File: src/rtl/int_to_float_sched.sv
// int_to_float_sched: round-robin front end for one shared int-to-float
// converter, with a result FIFO and a drain FSM.
module int_to_float_sched #(
  parameter int N_REQ      = 4,
  parameter int TAG_W      = 2,
  parameter int CONV_LAT   = 7,
  parameter int HOLD       = 2,
  parameter int FIFO_DEPTH = 8
) (
  input  logic                 clk,
  input  logic                 resetn,
  input  logic [N_REQ-1:0]     req_valid,
  input  logic [32*N_REQ-1:0]  req_data,
  output logic [N_REQ-1:0]     req_ready,
  output logic [31:0]          conv_a,
  input  logic [31:0]          conv_z,
  output logic                 rsp_valid,
  input  logic                 rsp_ready,
  output logic [31:0]          rsp_data,
  output logic [TAG_W-1:0]     rsp_tag,
  input  logic                 drain_req,
  output logic                 drain_done,
  output logic                 busy
);

  localparam int AW = $clog2(FIFO_DEPTH);
  localparam int CW = AW + 1;
  localparam int SW = CW + 1;
  localparam int HW = (HOLD > 1) ? $clog2(HOLD) : 1;
  // One extra stage so the tag meets conv_z on the
  // edge after the converter output settles.
  localparam int DL = CONV_LAT + 1;

  typedef enum logic [1:0] {
    IDLE,
    RUN,
    DRAIN
  } state_e;

  state_e                      state_q, state_d;
  logic [TAG_W-1:0]            rr_ptr_q, rr_ptr_d;
  logic [HW-1:0]               hold_q, hold_d;
  logic [31:0]                 conv_a_q, conv_a_d;
  logic [DL-1:0]               dl_vld_q, dl_vld_d;
  logic [DL-1:0][TAG_W-1:0]    dl_tag_q, dl_tag_d;
  logic [31:0]                 mem_q [FIFO_DEPTH];
  logic [31:0]                 mem_d [FIFO_DEPTH];
  logic [TAG_W-1:0]            tmem_q [FIFO_DEPTH];
  logic [TAG_W-1:0]            tmem_d [FIFO_DEPTH];
  logic [AW-1:0]               wr_ptr_q, wr_ptr_d;
  logic [AW-1:0]               rd_ptr_q, rd_ptr_d;
  logic [CW-1:0]               fcnt_q, fcnt_d;
  logic [CW-1:0]               infl_q, infl_d;
  logic                        drain_done_q, drain_done_d;

  logic                        grant_found;
  logic [TAG_W-1:0]            grant_idx;
  logic [SW-1:0]               credit_used;
  logic                        issue_slot;
  logic                        accept;
  logic                        push;
  logic                        pop;
  logic                        quiet;

  // Round-robin search starting at rr_ptr, wrapping.
  always_comb begin : arb_comb
    int idx;
    grant_found = 1'b0;
    grant_idx   = '0;
    idx         = 0;
    for (int k = 0; k < N_REQ; k++) begin
      idx = int'(rr_ptr_q) + k;
      if (idx >= N_REQ) idx = idx - N_REQ;
      if (!grant_found && req_valid[idx]) begin
        grant_found = 1'b1;
        grant_idx   = TAG_W'(idx);
      end
    end
  end

  assign credit_used = SW'(fcnt_q) + SW'(infl_q);
  assign issue_slot  = (hold_q == '0)
                    && (state_q != DRAIN)
                    && (credit_used < SW'(FIFO_DEPTH));
  assign accept      = issue_slot && grant_found;
  assign push        = dl_vld_q[DL-1];
  assign rsp_valid   = (fcnt_q != '0);
  assign pop         = rsp_valid && rsp_ready;
  assign quiet       = (infl_q == '0) && (fcnt_q == '0);

  // One-hot grant, only inside an issue slot.
  always_comb begin
    req_ready = '0;
    if (accept) req_ready[grant_idx] = 1'b1;
  end

  // Operand register, RR pointer and hold counter.
  always_comb begin
    conv_a_d = conv_a_q;
    rr_ptr_d = rr_ptr_q;
    hold_d   = hold_q;
    if (hold_q != '0) hold_d = hold_q - 1'b1;
    if (accept) begin
      conv_a_d = req_data[32*grant_idx +: 32];
      hold_d   = HW'(HOLD - 1);
      if (grant_idx == TAG_W'(N_REQ - 1))
        rr_ptr_d = '0;
      else
        rr_ptr_d = grant_idx + 1'b1;
    end
  end

  // Valid/tag delay line shadowing the converter.
  always_comb begin
    dl_vld_d = {dl_vld_q[DL-2:0], accept};
    dl_tag_d = {dl_tag_q[DL-2:0], grant_idx};
  end

  // Result FIFO write/read and occupancy.
  always_comb begin
    mem_d    = mem_q;
    tmem_d   = tmem_q;
    wr_ptr_d = wr_ptr_q;
    rd_ptr_d = rd_ptr_q;
    fcnt_d   = fcnt_q;
    if (push) begin
      mem_d[wr_ptr_q]  = conv_z;
      tmem_d[wr_ptr_q] = dl_tag_q[DL-1];
      wr_ptr_d         = wr_ptr_q + 1'b1;
    end
    if (pop) rd_ptr_d = rd_ptr_q + 1'b1;
    unique case ({push, pop})
      2'b10:   fcnt_d = fcnt_q + 1'b1;
      2'b01:   fcnt_d = fcnt_q - 1'b1;
      default: fcnt_d = fcnt_q;
    endcase
  end

  // Work issued to the converter but not yet in the FIFO.
  always_comb begin
    unique case ({accept, push})
      2'b10:   infl_d = infl_q + 1'b1;
      2'b01:   infl_d = infl_q - 1'b1;
      default: infl_d = infl_q;
    endcase
  end

  // Drain FSM next state and completion pulse.
  always_comb begin
    state_d      = state_q;
    drain_done_d = 1'b0;
    unique case (state_q)
      IDLE: begin
        if (drain_req)       state_d = DRAIN;
        else if (|req_valid) state_d = RUN;
      end
      RUN: begin
        if (drain_req)
          state_d = DRAIN;
        else if (!(|req_valid) && quiet)
          state_d = IDLE;
      end
      DRAIN: begin
        if (quiet) begin
          state_d      = IDLE;
          drain_done_d = 1'b1;
        end
      end
      default: state_d = IDLE;
    endcase
  end

  // State register.
  always_ff @(posedge clk or negedge resetn) begin
    if (!resetn) begin
      state_q      <= IDLE;
      rr_ptr_q     <= '0;
      hold_q       <= '0;
      conv_a_q     <= '0;
      dl_vld_q     <= '0;
      dl_tag_q     <= '0;
      wr_ptr_q     <= '0;
      rd_ptr_q     <= '0;
      fcnt_q       <= '0;
      infl_q       <= '0;
      drain_done_q <= 1'b0;
      for (int i = 0; i < FIFO_DEPTH; i++) begin
        mem_q[i]  <= '0;
        tmem_q[i] <= '0;
      end
    end else begin
      state_q      <= state_d;
      rr_ptr_q     <= rr_ptr_d;
      hold_q       <= hold_d;
      conv_a_q     <= conv_a_d;
      dl_vld_q     <= dl_vld_d;
      dl_tag_q     <= dl_tag_d;
      wr_ptr_q     <= wr_ptr_d;
      rd_ptr_q     <= rd_ptr_d;
      fcnt_q       <= fcnt_d;
      infl_q       <= infl_d;
      drain_done_q <= drain_done_d;
      mem_q        <= mem_d;
      tmem_q       <= tmem_d;
    end
  end

  assign conv_a     = conv_a_q;
  assign rsp_data   = mem_q[rd_ptr_q];
  assign rsp_tag    = tmem_q[rd_ptr_q];
  assign drain_done = drain_done_q;
  assign busy       = !quiet;

endmodule
File: config.mk
export PLATFORM = sky130hd
export DESIGN_NAME = int_to_float_sched
export DESIGN_NICKNAME = d
export VERILOG_FILES = /design/src/rtl/int_to_float_sched.sv
export SDC_FILE = /design/constraint.sdc
export NUM_CORES = 1
export LEC_CHECK = 0
export BUFFER_PORTS_ARGS = -buffer_cell sky130_fd_sc_hd__buf_2
export CAP_MARGIN = 10
export CORE_MARGIN = 10
export CORE_UTILIZATION = 40
export CTS_CLUSTER_SIZE = 12
export DETAILED_ROUTE_END_ITERATION = 16
export HOLD_SLACK_MARGIN = 0.08
export PLACE_DENSITY = 0.63
export SYNTH_ARGS = -nofsm -noshare
export SYNTH_HDL_FRONTEND = slang
export SYNTH_SLANG_ARGS = --single-unit
File: constraint.sdc
create_clock -name clk -period 3.5 [get_ports clk]
set_clock_uncertainty 0.05 [all_clocks]
set_input_delay 0.35 -clock clk [delete_from_list [all_inputs] [get_ports clk]]
set_output_delay 0.35 -clock clk [all_outputs]
set_load 0.05 [all_outputs]
After elaboration in Yosys (flattened, before gate mapping)
Cells that the tools add are included.
W data, S select, Z words.
{"block": "word_totals", "ff_bits": 348, "latchBits": 0, "ramBits": 0, "romBits": 0, "input_bits": 168, "output_inout_bits": 73, "elab_cells": 155, "n_memories": 0}
{"block": "classes", "n_addsub": 16, "multipliers": 0, "div_mod_pow": 0, "order_cmp": 14, "n_eq_ne": 11, "n_shift": 1, "muxes": 52, "bitwise": 3, "reduce_logical": 24}
{"operator": "$bwmux W256", "n": 1}
{"operator": "$mux W32", "n": 7}
{"operator": "$lt A32 B4 Y1 const B", "n": 4}
{"operator": "$shiftx A128 B8 Y32", "n": 1}
{"operator": "$bmux W32 S3", "n": 1}
{"operator": "$demux W32 S3", "n": 1}
{"operator": "$mux W2", "n": 13}
{"operator": "$mux W1", "n": 17}
{"operator": "$bwmux W16", "n": 1}
{"operator": "$pmux W4 S2", "n": 2}
{"operator": "$sub A3 B3 Y4 const B", "n": 3}
{"operator": "$logic_and A1 B1 Y1", "n": 11}
{"operator": "$ge A3 B3 Y1 const B", "n": 3}
{"operator": "$add A4 B1 Y4 const B", "n": 2}
{"operator": "$bmux W1 S2", "n": 4}
{"operator": "$eq A2 B2 Y1 const B", "n": 4}
{"operator": "$ge A4 B4 Y1 const B", "n": 2}
{"operator": "$logic_not A4 Y1", "n": 2}
{"operator": "$not A3 Y4", "n": 2}
{"operator": "$sub A4 B1 Y4 const B", "n": 2}
{"operator": "$add A2 B2 Y3 const B", "n": 2}
{"operator": "$add A3 B1 Y3 const B", "n": 2}
{"operator": "$bmux W2 S3", "n": 1}
{"operator": "$demux W2 S3", "n": 1}
{"operator": "23 further kinds", "n": 32}

Longest topological paths before layout
Gate-level depths: netlist of run 1.
{"block": "depth", "ltp_word": 20, "depth_mapped": 12, "mapped_depth_nobuf": 11}

Worst setup path before layout of run 1
No wires, ideal clock.
{"block": "synth_path", "kind": "reg2reg", "from": "reg fcnt_q[1]", "to": "reg fcnt_q[3]", "setup_ns": 0.125, "t_arrival_ns": 2.601, "t_required_ns": 3.325, "setup_slack_ns": 0.724, "stages_incl_launch_ff": 11, "n_path_buf": 0, "period_less_slack_ns": 2.776, "path_cell_list": "dfrtp_1 -> or4_1 -> nand2_1 -> inv_1 -> ha_1 -> ha_1 -> a21o_1 -> a21oi_1 -> xnor2_1 -> nor2_1 -> xor2_1"}
{"block": "synth_between", "elab_chain_cells": 4, "word_cells_on_any_way": 8, "cone_classes": "add/sub: 2; eq/ne: 2; mux: 1; reduce/logical: 3"}
{"item": "start, declared", "line_no": "52", "source": "logic [CW-1:0] fcnt_q, fcnt_d;"}
{"item": "start signal, assigned", "line_no": "200", "source": "fcnt_q <= fcnt_d;"}
{"item": "$reduce_bool A4 Y1 *", "line_no": "87", "source": "assign rsp_valid = (fcnt_q != '0);"}
{"item": "net rsp_valid", "line_no": "17", "source": "output logic rsp_valid,"}
{"item": "$logic_and A1 B1 Y1 *", "line_no": "88", "source": "assign pop = rsp_valid && rsp_ready;"}
{"item": "net pop", "line_no": "62", "source": "logic pop;"}
{"item": "$eq A2 B1 Y1 or $eq A2 B2 Y1 (tied branches)", "line_no": "132", "source": "unique case ({push, pop})"}
{"item": "$pmux W4 S2 or $reduce_bool A2 Y1 (tied branches)"}
The timed path passes the listed nets; every way through them passes the cells marked *.
A chain may end at the register's enable or synchronous reset.

Final worst setup path of run 1
{"block": "layout_path", "from": "reg rr_ptr_q[1]", "to": "out req_ready[3]"}
{"block": "layout_between", "elab_chain_cells": 20, "word_cells_on_any_way": 48, "cone_classes": "add/sub: 7; order compare: 6; mux: 27; reduce/logical: 8"}
{"item": "start, declared", "line_no": "41", "source": "logic [TAG_W-1:0] rr_ptr_q, rr_ptr_d;"}
{"item": "start signal, assigned", "line_no": "193", "source": "rr_ptr_q <= rr_ptr_d;"}
{"item": "parallel branches: the longest is 19 deep, another holds $sub A3 B3 Y4"}
{"item": "$mux W4 *", "line_no": "94", "source": "if (accept) req_ready[grant_idx] = 1'b1;"}
{"item": "end, declared", "line_no": "14", "source": "output logic [N_REQ-1:0] req_ready,"}
Mark *: on every way between the ends. The select of a mux whose other input is x is not followed.

==> summary.md, run 1 <==
| Metric | Value |
|---|---|
| Crit. End Element | `output pin` |
| Area Overhead vs Synth | `21.2%` |
| Starting Density | `between 40 and 50%` |
| #FFs+latches synth | `between 300 and 400` |
| CP Max Fanout | `36` |
| Post-synth top cells | `347 x dfrtp_1, 309 x mux2_2, 68 x mux4_2, 59 x a211oi_1, 47 x clkbuf_1` |
| RD Place Congestion | `roughly 0.8` |
| Critical Path RT | `slightly above 3 ns` |
| Largest net degree at the start of global routing | `between 70 and 80` |
| Pins over their slew limit | `0` |
| IO Port Bufs | `240` |
| Detailed Route WL | `approximately 40000 um` |
| Cells on worst reg2reg path | `7` |
| Setup slack, reg-to-reg | `around 0.60 ns` |
| Worst r2r src | `rr_ptr_q[1]` |
| Post-synth cell types | `43` |
| Post-route ant nets | `0` |
| CP Class | `register to output pin` |
| Synth Flop Type | `dfrtp_1` |
| Status | `finished, final reports clean` |
| Reg area | `approximately 8700 um^2` |
| CORE AREA | `39600 um^2` |
| CTS resizes | `0` |
| Metal1 wirelength | `between 15000 and 20000 um` |
| Vias in the first global route | `approximately 11k` |
| Syn Inst Count | `between 1k and 1.5k` |
| Upper clock frequency limit | `between 300 and 400 MHz` |
| Fraction of layout cells with a size suffix above 1 | `52.9%` |
| Slew at the pin closest to its max-slew limit | `between 0.6 and 0.7 ns` |
| Class of the worst hold path | `primary input to register` |
| Iter 0 DRT Violations | `about 440` |
| Met3 wire len | `~2700 um` |
| WL per Instance | `around 21 um` |
| Seq/Total Area, Yosys | `54.2%` |
| Hold path cells | `2` |
| ANT cells | `0` |
| H-tree depth | `2` |
| Via/cell ratio | `5.31` |
| Final Hold Fails | `0` |
| Detailed placement HPWL | `between 20000 and 30000 um` |
| Die height | `around 220 um` |
| Cell taking the most area after synthesis | `dfrtp_1` |
| CTS max path bufs | `3` |
| RSZ-0062 raised after global routing | `false` |
| Synth Cell Area | `roughly 16000 um^2` |
| Post-route total power | `between 20 and 25 mW` |
| CTS buffer count | `40` |
| Synth warnings | `0` |
| Io pins | `241` |
| Clock slew at reported path FFs | `0.06 ns` |
| Pleak | `approximately 8.6 nW` |
| Hold Crit Start | `conv_z[4]` |
| Power Density | `1060 nW/um^2` |
| Layout fillers | `approximately 3.5k` |
| Grt ovf | `0` |
| Post-Syn Nets | `1280` |
| Total GRT Usage | `roughly 17%` |
| Core Rows | `between 70 and 80` |
| Sink Count | `347` |
| Initial antenna violation count | `1` |
| Clock Latency Late Sink | `~0.53 ns` |
| Period minus WS final | `~3.2 ns` |
| # setup viols final | `0` |
| Multi-input gate area | `about 7000 um^2` |
| Worst hold endpoint | `mem_q[36]` |
| Ys async rst share | `100%` |
| Peak VDD IR | `around 0.51 mV` |
| DRC violations left | `0` |
| Clock Root Buffer | `clkbuf_16` |
| Die Wd | `about 220 um` |
| Count leader, synth | `dfrtp_1` |
| Number of post-CTS setup repair buffers | `0` |
| Total of max-cap violations | `0` |
| First-pass GRT wire length | `around 64000 um` |
| TritonCTS clock tree | `built` |
| Slew margin rel. | `55.4%` |
| Detail Route met2 WL | `~19000 um` |
| Final TNS setup | `0 ns` |
| Die Area | `48500 um^2` |
| Yosys top cell area share | `between 50% and 60%` |
| Highest Signal Layer | `met5` |
| WHS | `0.0992 ns` |
| Final period util | `approximately 92%` |
| Via count | `between 10k and 15k` |
| DRT Pass-1 Iters | `4` |
| Critical Path AT | `2.81 ns` |
| Top cells by area, synth | `dfrtp_1 54%, mux2_2 22%, mux4_2 9.6%` |
| Crit path launch type | `register` |
| Post-synth EDFFs | `0` |
| FF-to-FF End | `conv_a[30]` |
| Mean post-synth cell area | `~15 um^2` |
| NumNets Final | `about 1.5k` |
logic make-up (layout without fill, tap and decap cells):
logic type | after synthesis | in the layout | synth area share (%)
multiplexers | 409 | 409 | 33.3
flip-flops | 347 | 347 | 54.2
AND/OR/NAND/NOR | 138 | 138 | 4.05
buffers and inverters | 88 | 369 | 2.51
AO/OA/AOI/OAI | 85 | 85 | 3.94
adder cells (fa/ha/maj) | 16 | 16 | 1.30
XOR/XNOR | 13 | 13 | 0.711
metrics by stage:
stage,setup WS (ns),util [%],instance area (um^2),instances
4_1_cts,0.225,49.0,19400,1902
6_report,0.287,49.0,19400,1902
3_5_place_dp,0.795,45.2,17900,1818
3_3_place_gp,0.894,45.2,17900,1818
2_1_floorplan,0.724,-,16000,1096
5_1_grt,0.123,49.0,19400,1902
flip-flops by register name, indices dropped and copies added, names as in the netlist:
name / count
dl_tag_q: 2
rr_ptr_q: 2
dl_tag_d: 14
rd_ptr_q: 3
drain_done: 1
fcnt_q: 4
mem_q: 256
wr_ptr_q: 3
tmem_q: 16
conv_a: 32
state_q: 2
dl_vld_q: 8
infl_q: 4
per-layer routing:
| metal | up-vias | GRT usage (%) |
|---|---|---|
| li1 | 4578 | - |
| met1 | 5166 | 21.2 |
| met2 | 294 | 27.2 |
| met3 | 60 | 4.54 |
| met4 | 2 | 5.59 |
| met5 | - | 0 |
placed cells by master (no fill, tap or decap), drive strengths merged, types with 2 or more instances in the layout:
cell,Yosys,routed
mux4,68,68
o21ai,3,3
and2,4,4
nor2,39,39
ha,15,15
mux2i,32,32
dfrtp,347,347
dlygate4sd3,0,13
clkinv,1,8
o22ai,3,3
inv,11,12
or4,2,2
bufinv,0,4
nor3b,2,2
xor2,7,7
nand3b,3,3
mux2,309,309
nand4b,3,3
nand2,42,42
nor4,2,2
a21oi,8,8
nand2b,5,5
nor3,34,34
a211oi,62,62
xnor2,6,6
buf,29,273
clkbuf,47,59
critical path, cell delays in order (launching register included):
cell      delay (ns)
dfrtp_1         0.49
mux2i_1         0.27
nor2_2          0.06
or3_1           0.50
clkinv_4        0.36
ha_1            0.24
and2_1          0.12
buf_2           0.26
area by class of cell:
| class | instances | share of cell area, % |
|---|---|---|
| well taps | 525 | 3.38 |
| clock buffers | 59 | 6.15 |
| clock inverters | 12 | 0.902 |
| inverters | 12 | 0.258 |
| repair buffers | 286 | 8.64 |
| flip-flops and latches | 347 | 44.8 |
| multi-input cells | 661 | 35.9 |
worst max path at each step:
stage                           start            to  slack (ns)  depth (start not counted)
final                     rr_ptr_q[1]  req_ready[3]        0.29                          7
after floorplan             fcnt_q[1]     fcnt_q[3]        0.72                         10
after global placement    rr_ptr_q[1]  req_ready[3]        0.89                          7
after global routing      rr_ptr_q[1]  req_ready[3]        0.12                          7
after CTS                 rr_ptr_q[1]  req_ready[3]        0.23                          7
after detailed placement  rr_ptr_q[1]  req_ready[3]        0.79                          7
power by group:
part           internal (mW)  total (mW)  switching (mW)
Clock                   2.66        4.30            1.64
Sequential              5.93        7.11            1.19
Combinational           4.09        9.23            5.14
repair_timing:
action,in CTS,in global routing
endpoints found under the setup margin,0,0
hold endpoints to repair,108,0
hold buffers,13,0
No activity file was read; power rests on OpenSTA's default activity.
==> inputs of run 2 (changes only) <==
--- a/config.mk
+++ b/config.mk
@@ -10,3 +10,3 @@
 export CORE_MARGIN = 10
-export CORE_UTILIZATION = 40
+export CORE_UTILIZATION = 58
 export CTS_CLUSTER_SIZE = 12
@@ -14,3 +14,3 @@
 export HOLD_SLACK_MARGIN = 0.08
-export PLACE_DENSITY = 0.63
+export PLACE_DENSITY = 0.85
 export SYNTH_ARGS = -nofsm -noshare
==> constraint.sdc (replaced) <==
create_clock -name clk -period 3.8 [get_ports clk]
set_clock_uncertainty 0.05 [all_clocks]
set_input_delay 0 -clock clk [delete_from_list [all_inputs] [get_ports clk]]
set_output_delay 0 -clock clk [all_outputs]
set_load 0.05 [all_outputs]
==> run 2 against run 1 <==
Net effect: hold slack got worse by 0.044 ns; wire length up 8.7%; power fell by 5.6%; register-to-register slack worse by 0.49 ns; design area rose by 4.1%; via count grew 9.5%; count of clock-buffer cells in the layout down 5; critical path type is now register to register; critical endpoint is now conv_a[28].
==> summary.md, run 2 (same netlist as run 1, synthesis figures left out) <==
| Metric | Value |
|---|---|
| Sequential share of power | `around a third` |
| RD Place Congestion | `between 0.9 and 1` |
| Area Overhead vs Synth | `26.1%` |
| Iter 0 DRT Violations | `around 770` |
| Io pins | `241` |
| FF-to-FF End | `conv_a[28]` |
| NumNets Final | `around 1.6k` |
| Sink Count | `about 350` |
| Setup slack, reg-to-reg | `0.11 ns` |
| Total of max-cap violations | `0` |
| WL per Instance | `~23 um` |
| Largest net degree at the start of global routing | `110` |
| Via/cell ratio | `5.98` |
| Grt ovf | `0` |
| Peak VDD IR | `0.618 mV` |
| Power Density | `slightly below 1000 nW/um^2` |
| Commonest cells after routing, fill and taps aside | `344 x dfrtp_1, 309 x mux2_2, 239 x buf_2` |
| Status | `finished, final reports clean` |
| Vias in the first global route | `12.3k` |
| Clock Latency Late Sink | `between 0.5 and 0.6 ns` |
| Cells on worst reg2reg path | `10` |
| Critical Path RT | `just over 4 ns` |
| Sw power | `approximately 7.6 mW` |
| Beginning of the critical path | `fcnt_q[3]` |
| CTS buffer count | `37` |
| Critical Path AT | `roughly 4.0 ns` |
| Die height | `between 150 and 200 um` |
| Detailed placement HPWL | `about 26000 um` |
| Max reg flops | `~260` |
| Pleak | `~9.0 nW` |
| Commonest non-fill, non-tap cell in the layout | `dfrtp_1` |
| Initial antenna violation count | `0` |
| Via count | `between 10k and 15k` |
| WHS | `between 0.05 and 0.06 ns` |
| RSZ-0062 raised after global routing | `false` |
| Final Hold Fails | `0` |
| Biggest register | `mem_q` |
| Final period util | `a little over nine tenths` |
| # setup viols final | `0` |
| Worst r2r src | `fcnt_q[3]` |
| Crit path launch type | `register` |
| Period minus WS final | `approximately 3.7 ns` |
| CTS max path bufs | `3` |
| Detailed Route WL | `43300 um` |
| Crit. End Element | `register` |
| Cell Int Power | `roughly 12 mW` |
| Layout fillers | `between 1.5k and 2k` |
| ANT cells | `0` |
| Die Area | `approximately 35000 um^2` |
| DRC violations left | `0` |
| Reg area | `8690 um^2` |
| First-pass GRT wire length | `just under 70000 um` |
| Starting Density | `59.1%` |
| Class of the worst hold path | `primary input to asynchronous set/reset pin` |
| Post-route ant nets | `0` |
| CP Class | `register to register` |
| CORE AREA | `about 27000 um^2` |
| Upper clock frequency limit | `~270 MHz` |
| Combinational fraction of design power | `between 40% and 50%` |
| Die Wd | `between 150 and 200 um` |
| Clock Root Buffer | `clkbuf_16` |
| Pins over their slew limit | `0` |
| Clock slew at reported path FFs | `around 0.06 ns` |
| Multi-input gate area | `6980 um^2` |
| Slew at the pin closest to its max-slew limit | `between 1 and 1.5 ns` |
| TritonCTS clock tree | `built` |
| Slew margin rel. | `about a quarter` |
| Final TNS setup | `0 ns` |
| Core Rows | `60` |
| Clk pwr share | `18.1%` |
| H-tree depth | `2` |
| CP Max Fanout | `42` |
| DRT Pass-1 Iters | `5` |
| Number of post-CTS setup repair buffers | `0` |
| Switching share of power | `about two fifths` |
| Fraction of layout cells with a size suffix above 1 | `a little under half` |
| Total GRT Usage | `approximately a quarter` |
| IO Port Bufs | `240` |
run 2: cell count changes in the layout (fill, tap and decap cells not counted), moves of 3 or more:
cell and delta:
dlygate4sd3_1 +120, clkbuf_1 +4, buf_4 -14, buf_12 +4
clkbuf_16 -3, clkbuf_8 -6, clkinv_2 -3
run 2: cell type report:
| cell class | count | share of cell area (%) |
|---|---|---|
| clock buffers | 54 | 5.21 |
| clock inverters | 7 | 0.564 |
| inverters | 12 | 0.260 |
| multi-input cells | 661 | 34.5 |
| flip-flops and latches | 347 | 43.0 |
| well taps | 372 | 2.30 |
| repair buffers | 396 | 14.1 |
run 2: critical path: stages (launching register included):
cell	delay, ns
dfrtp_1	0.41
ha_1	0.31
nor4_2	0.29
o2111a_2	0.31
buf_12	0.23
o221ai_2	0.12
buf_4	0.25
a211oi_1	0.33
dlygate4sd3_1	0.60
a211oi_1	0.05
dlygate4sd3_1	0.60
run 2: power groups by stage:
stage	Clock [mW]	Sequential (mW)	Combinational [mW]
after floorplan	0	6.67	6.40
after global placement	0	6.59	8.21
after detailed placement	0	6.72	8.44
after CTS	3.58	6.71	9.10
after global routing	3.74	6.95	9.77
final	3.53	6.73	9.23
run 2: what timing repair did:
| item | 4_1_cts | 5_1_grt |
|---|---|---|
| hold buffers | 133 | 0 |
| hold endpoints to repair | 391 | 0 |
| setup endpoints to repair | 0 | 10 |
| gates resized for setup | 0 | 7 |
run 2: worst max-delay path by stage:
stage,endpoint,slack [ns],cells past startpoint
finish,conv_a[28],0.11,10
floorplan,fcnt_q[3],1.02,10
CTS,conv_a[7],0.16,10
detailed placement,conv_a[30],1.19,7
global placement,conv_a[7],1.25,8
global route,conv_a[25],0.02,10
run 2: per-stage QoR:
stage	setup WS, ns	instance area [um^2]	std cells	util (%)	total power, mW
final	0.114	20200	1849	74.6	19.5
after floorplan	1.02	16000	1096	-	13.1
after detailed placement	1.19	17700	1655	65.3	15.2
after global routing	0.0228	20200	1849	74.6	20.5
after CTS	0.165	20200	1849	74.5	19.4
after global placement	1.25	17700	1655	65.3	14.8
run 2: metal layers:
metal | part of all wire, % | vias up | GRT usage [%]
li1 | - | 4771 | -
met1 | 37 | 5654 | 29.9
met2 | 52 | 522 | 44.2
met3 | 7.1 | 109 | 5.84
met4 | 3.9 | 0 | 10.2
met5 | 0 | - | 0
==> inputs of run 3 (changes only) <==
- ABC_AREA: default -> 1
- CORE_UTILIZATION: 58 -> 50
- PLACE_DENSITY: 0.85 -> 0.75
==> run 3 against run 2 <==
Net effect: first-iteration DRC count grew 73%; critical endpoint is now conv_a[26]; via count rose by 39%; area after synthesis grew 4.4%; largest cell class unchanged; hold slack improved by 0.028 ns; combinational power decreased by 63%; global-route usage fell by 3.2 points; design area increased by 2.5%; count of clock-buffer cells in the layout is 5 higher.
==> summary.md, run 3 <==
| Metric | Value |
|---|---|
| Status | `finished, final reports clean` |
| H-tree depth | `2` |
| Total GRT Usage | `between 20% and 30%` |
| Beginning of the critical path | `rr_ptr_q[0]` |
| Slew at the pin closest to its max-slew limit | `around 1.1 ns` |
| Ys async rst share | `100%` |
| CTS max path bufs | `3` |
| IO Port Bufs | `between 200 and 250` |
| WL per Instance | `roughly 16 um` |
| CORE AREA | `~33000 um^2` |
| Clock Latency Late Sink | `0.52 ns` |
| Core Rows | `66` |
| Post-synth top cells | `557 x nand2_1, 349 x o21ai_0, 347 x dfrtp_1, 222 x nor2_1, 193 x inv_1` |
| Final Hold Fails | `0` |
| NumNets Final | `2585` |
| Commonest cells after routing, fill and taps aside | `550 x nand2_1, 349 x o21ai_0, 344 x dfrtp_1` |
| Slew margin rel. | `28.7%` |
| Count leader, synth | `nand2_1` |
| RSZ-0062 raised after global routing | `false` |
| Number of post-CTS setup repair buffers | `0` |
| Post-synth EDFFs | `0` |
| Seq/Total Area, Yosys | `51.9%` |
| Post-synth cell types | `32` |
| Worst r2r src | `rr_ptr_q[0]` |
| RD Place Congestion | `around 0.89` |
| Synth warnings | `0` |
| Clock slew at reported path FFs | `0.06 ns` |
| Pins over their slew limit | `0` |
| Die height | `203 um` |
| Vias in the first global route | `~15k` |
| Cell Int Power | `~7 mW` |
| Utilization after layout | `roughly 63%` |
| Final TNS setup | `0 ns` |
| Switching share of power | `37.1%` |
| Crit path launch type | `register` |
| Multi-input gate area | `around 6700 um^2` |
| Commonest non-fill, non-tap cell in the layout | `nand2_1` |
| Initial antenna violation count | `12` |
| Top cells by area, synth | `dfrtp_1 52%, nand2_1 13%, o21ai_0 10%` |
| DRC violations left | `0` |
| Via count | `between 15k and 20k` |
| #FFs+latches synth | `around 350` |
| Sink Count | `347` |
| Synth Cell Area | `about 17000 um^2` |
| Io pins | `between 200 and 250` |
| Synth Flop Type | `dfrtp_1` |
| Area Overhead vs Synth | `23.9%` |
| Die Wd | `between 200 and 250 um` |
| Sequential share of power | `between 30% and 40%` |
| Power Density | `around 530 nW/um^2` |
| Iter 0 DRT Violations | `1336` |
| Peak VDD IR | `0.470 mV` |
| Max reg flops | `approximately 260` |
| Post-Syn Nets | `approximately 2.3k` |
| Yosys top cell area share | `around half` |
| Layout fillers | `between 2k and 3k` |
| Crit-path slowest cell | `dlygate4sd3_1` |
| # setup viols final | `0` |
| Biggest register | `mem_q` |
| Cells on worst reg2reg path | `15` |
| Fraction of layout cells with a size suffix above 1 | `between 10% and 20%` |
| First-pass GRT wire length | `approximately 77000 um` |
| Largest net degree at the start of global routing | `around 170` |
| Setup crit end | `conv_a[26]` |
| DRT Pass-1 Iters | `5` |
| CP Cell Sequence | `inv_2 > nand2_1 > nand2_2 > nand2_1 > nand2_1 > a21oi_1 > nand2_2 > buf_4 > nand3_1 > nand3_1 > dlygate4sd3_1 > nand2_1 > dlygate4sd3_1 > nand2_1 > nand2_1` |
| CP Max Fanout | `64` |
| FF-to-FF End | `conv_a[26]` |
| CP Class | `register to register` |
| Mean post-synth cell area | `roughly 7.9 um^2` |
| Setup slack, reg-to-reg | `approximately 0.23 ns` |
| TritonCTS clock tree | `built` |
| Starting Density | `between 50 and 60%` |
| Die Area | `41200 um^2` |
| Combinational fraction of design power | `a little under a third` |
| Clk pwr share | `32.3%` |
| Upper clock frequency limit | `~280 MHz` |
| Reg area | `just under 9000 um^2` |
| Detailed Route WL | `about 47000 um` |
| Most frequent CP cell | `nand2_1` |
| Syn Inst Count | `roughly 2.1k` |
| Slowest cell delay on critical path | `0.56 ns` |
| Critical Path AT | `approximately 4 ns` |
| Clock Root Buffer | `clkbuf_16` |
| Detailed placement HPWL | `28800 um` |
| Sw power | `between 4 and 5 mW` |
| CTS buffer count | `38` |
| Class of the worst hold path | `primary input to asynchronous set/reset pin` |
| Via/cell ratio | `approximately 5.3` |
| Post-route ant nets | `0` |
| Pleak | `10.6 nW` |
| Grt ovf | `0` |
| Final period util | `between 90% and 100%` |
| Total of max-cap violations | `0` |
| Crit. End Element | `register` |
| Cell taking the most area after synthesis | `dfrtp_1` |
| Critical Path RT | `slightly above 4 ns` |
| Period minus WS final | `3.57 ns` |
[run 3: changes by cell type after synthesis, moves of 68 or more]
| cell | delta |
|---|---|
| nand2_1 | +515 |
| o21ai_0 | +346 |
| inv_1 | +183 |
| nand3_1 | +107 |
| mux2_2 | -309 |
| nor2_1 | +183 |
| mux4_2 | -68 |
[run 3: worst min-delay path by stage]
| stage | endpoint | slack (ns) | from |
|---|---|---|---|
| 3_5_place_dp | mem_q[0] | 0.09 | resetn |
| 3_3_place_gp | mem_q[0] | 0.09 | resetn |
| 4_1_cts | mem_q[33] | 0.12 | resetn |
| 6_report | mem_q[32] | 0.08 | resetn |
| 2_1_floorplan | conv_a[0] | -0.35 | resetn |
| 5_1_grt | mem_q[31] | 0.16 | resetn |
[run 3: timing repair]
action,CTS,global route
gates resized for setup,0,6
hold endpoints to repair,403,0
hold buffers,133,0
endpoints found under the setup margin,0,32
[run 3: metal layers]
metal / global-route usage [%] / part of all wire (%)
met5: 0 / 0.047
met4: 9.03 / 3.9
met3: 5.75 / 7.3
met2: 35.7 / 46
met1: 27.9 / 43
[run 3: stage by stage]
stage | setup slack (ns) | instances | area [um^2] | hold slack, ns | power (mW)
final | 0.229 | 2877 | 20700 | 0.0831 | 10.9
after global routing | 0.00446 | 2875 | 20700 | 0.159 | 11.5
after CTS | 0.166 | 2868 | 20700 | 0.123 | 11.0
after detailed placement | 0.955 | 2670 | 18100 | 0.0915 | 7.32
after global placement | 1.04 | 2670 | 18100 | 0.0879 | 7.29
after floorplan | 1.13 | 2106 | 16700 | -0.346 | 6.36
[run 3: cell type report]
type,instances,area share (%)
Tap cell,442,2.67
Clock buffer,59,5.67
Sequential cell,347,42.0
Multi-Input combinational cell,1418,32.3
Timing Repair Buffer,399,13.5
Clock inverter,6,0.175
Inverter,197,3.58
Antenna cell,9,0.109
[run 3: logic make-up (layout without fill, tap and decap cells)]
| kind of cell | Yosys count | count (layout) | synth area share, % |
|---|---|---|---|
| other | 0 | 9 | 0 |
| XOR/XNOR | 12 | 12 | 0.629 |
| AO/OA/AOI/OAI | 457 | 457 | 15.3 |
| buffers and inverters | 341 | 661 | 8.20 |
| adder cells (fa/ha/maj) | 16 | 16 | 1.24 |
| flip-flops | 347 | 347 | 51.9 |
| AND/OR/NAND/NOR | 933 | 933 | 22.7 |
[run 3: power groups by stage]
stage / registers [mW] / logic (mW) / clock network [mW]
2_1_floorplan: 3.84 / 2.52 / 0
3_3_place_gp: 4.10 / 3.19 / 0
3_5_place_dp: 4.11 / 3.21 / 0
4_1_cts: 4.04 / 3.39 / 3.60
5_1_grt: 4.06 / 3.66 / 3.75
6_report: 4.04 / 3.37 / 3.53
[run 3: worst max-delay path: cells and delay by family, from the launching register on]
kind	cells	cell delay, ns
simple gates	10	0.99
compound gates	1	0.07
flops	1	0.50
buf+inv	4	1.82
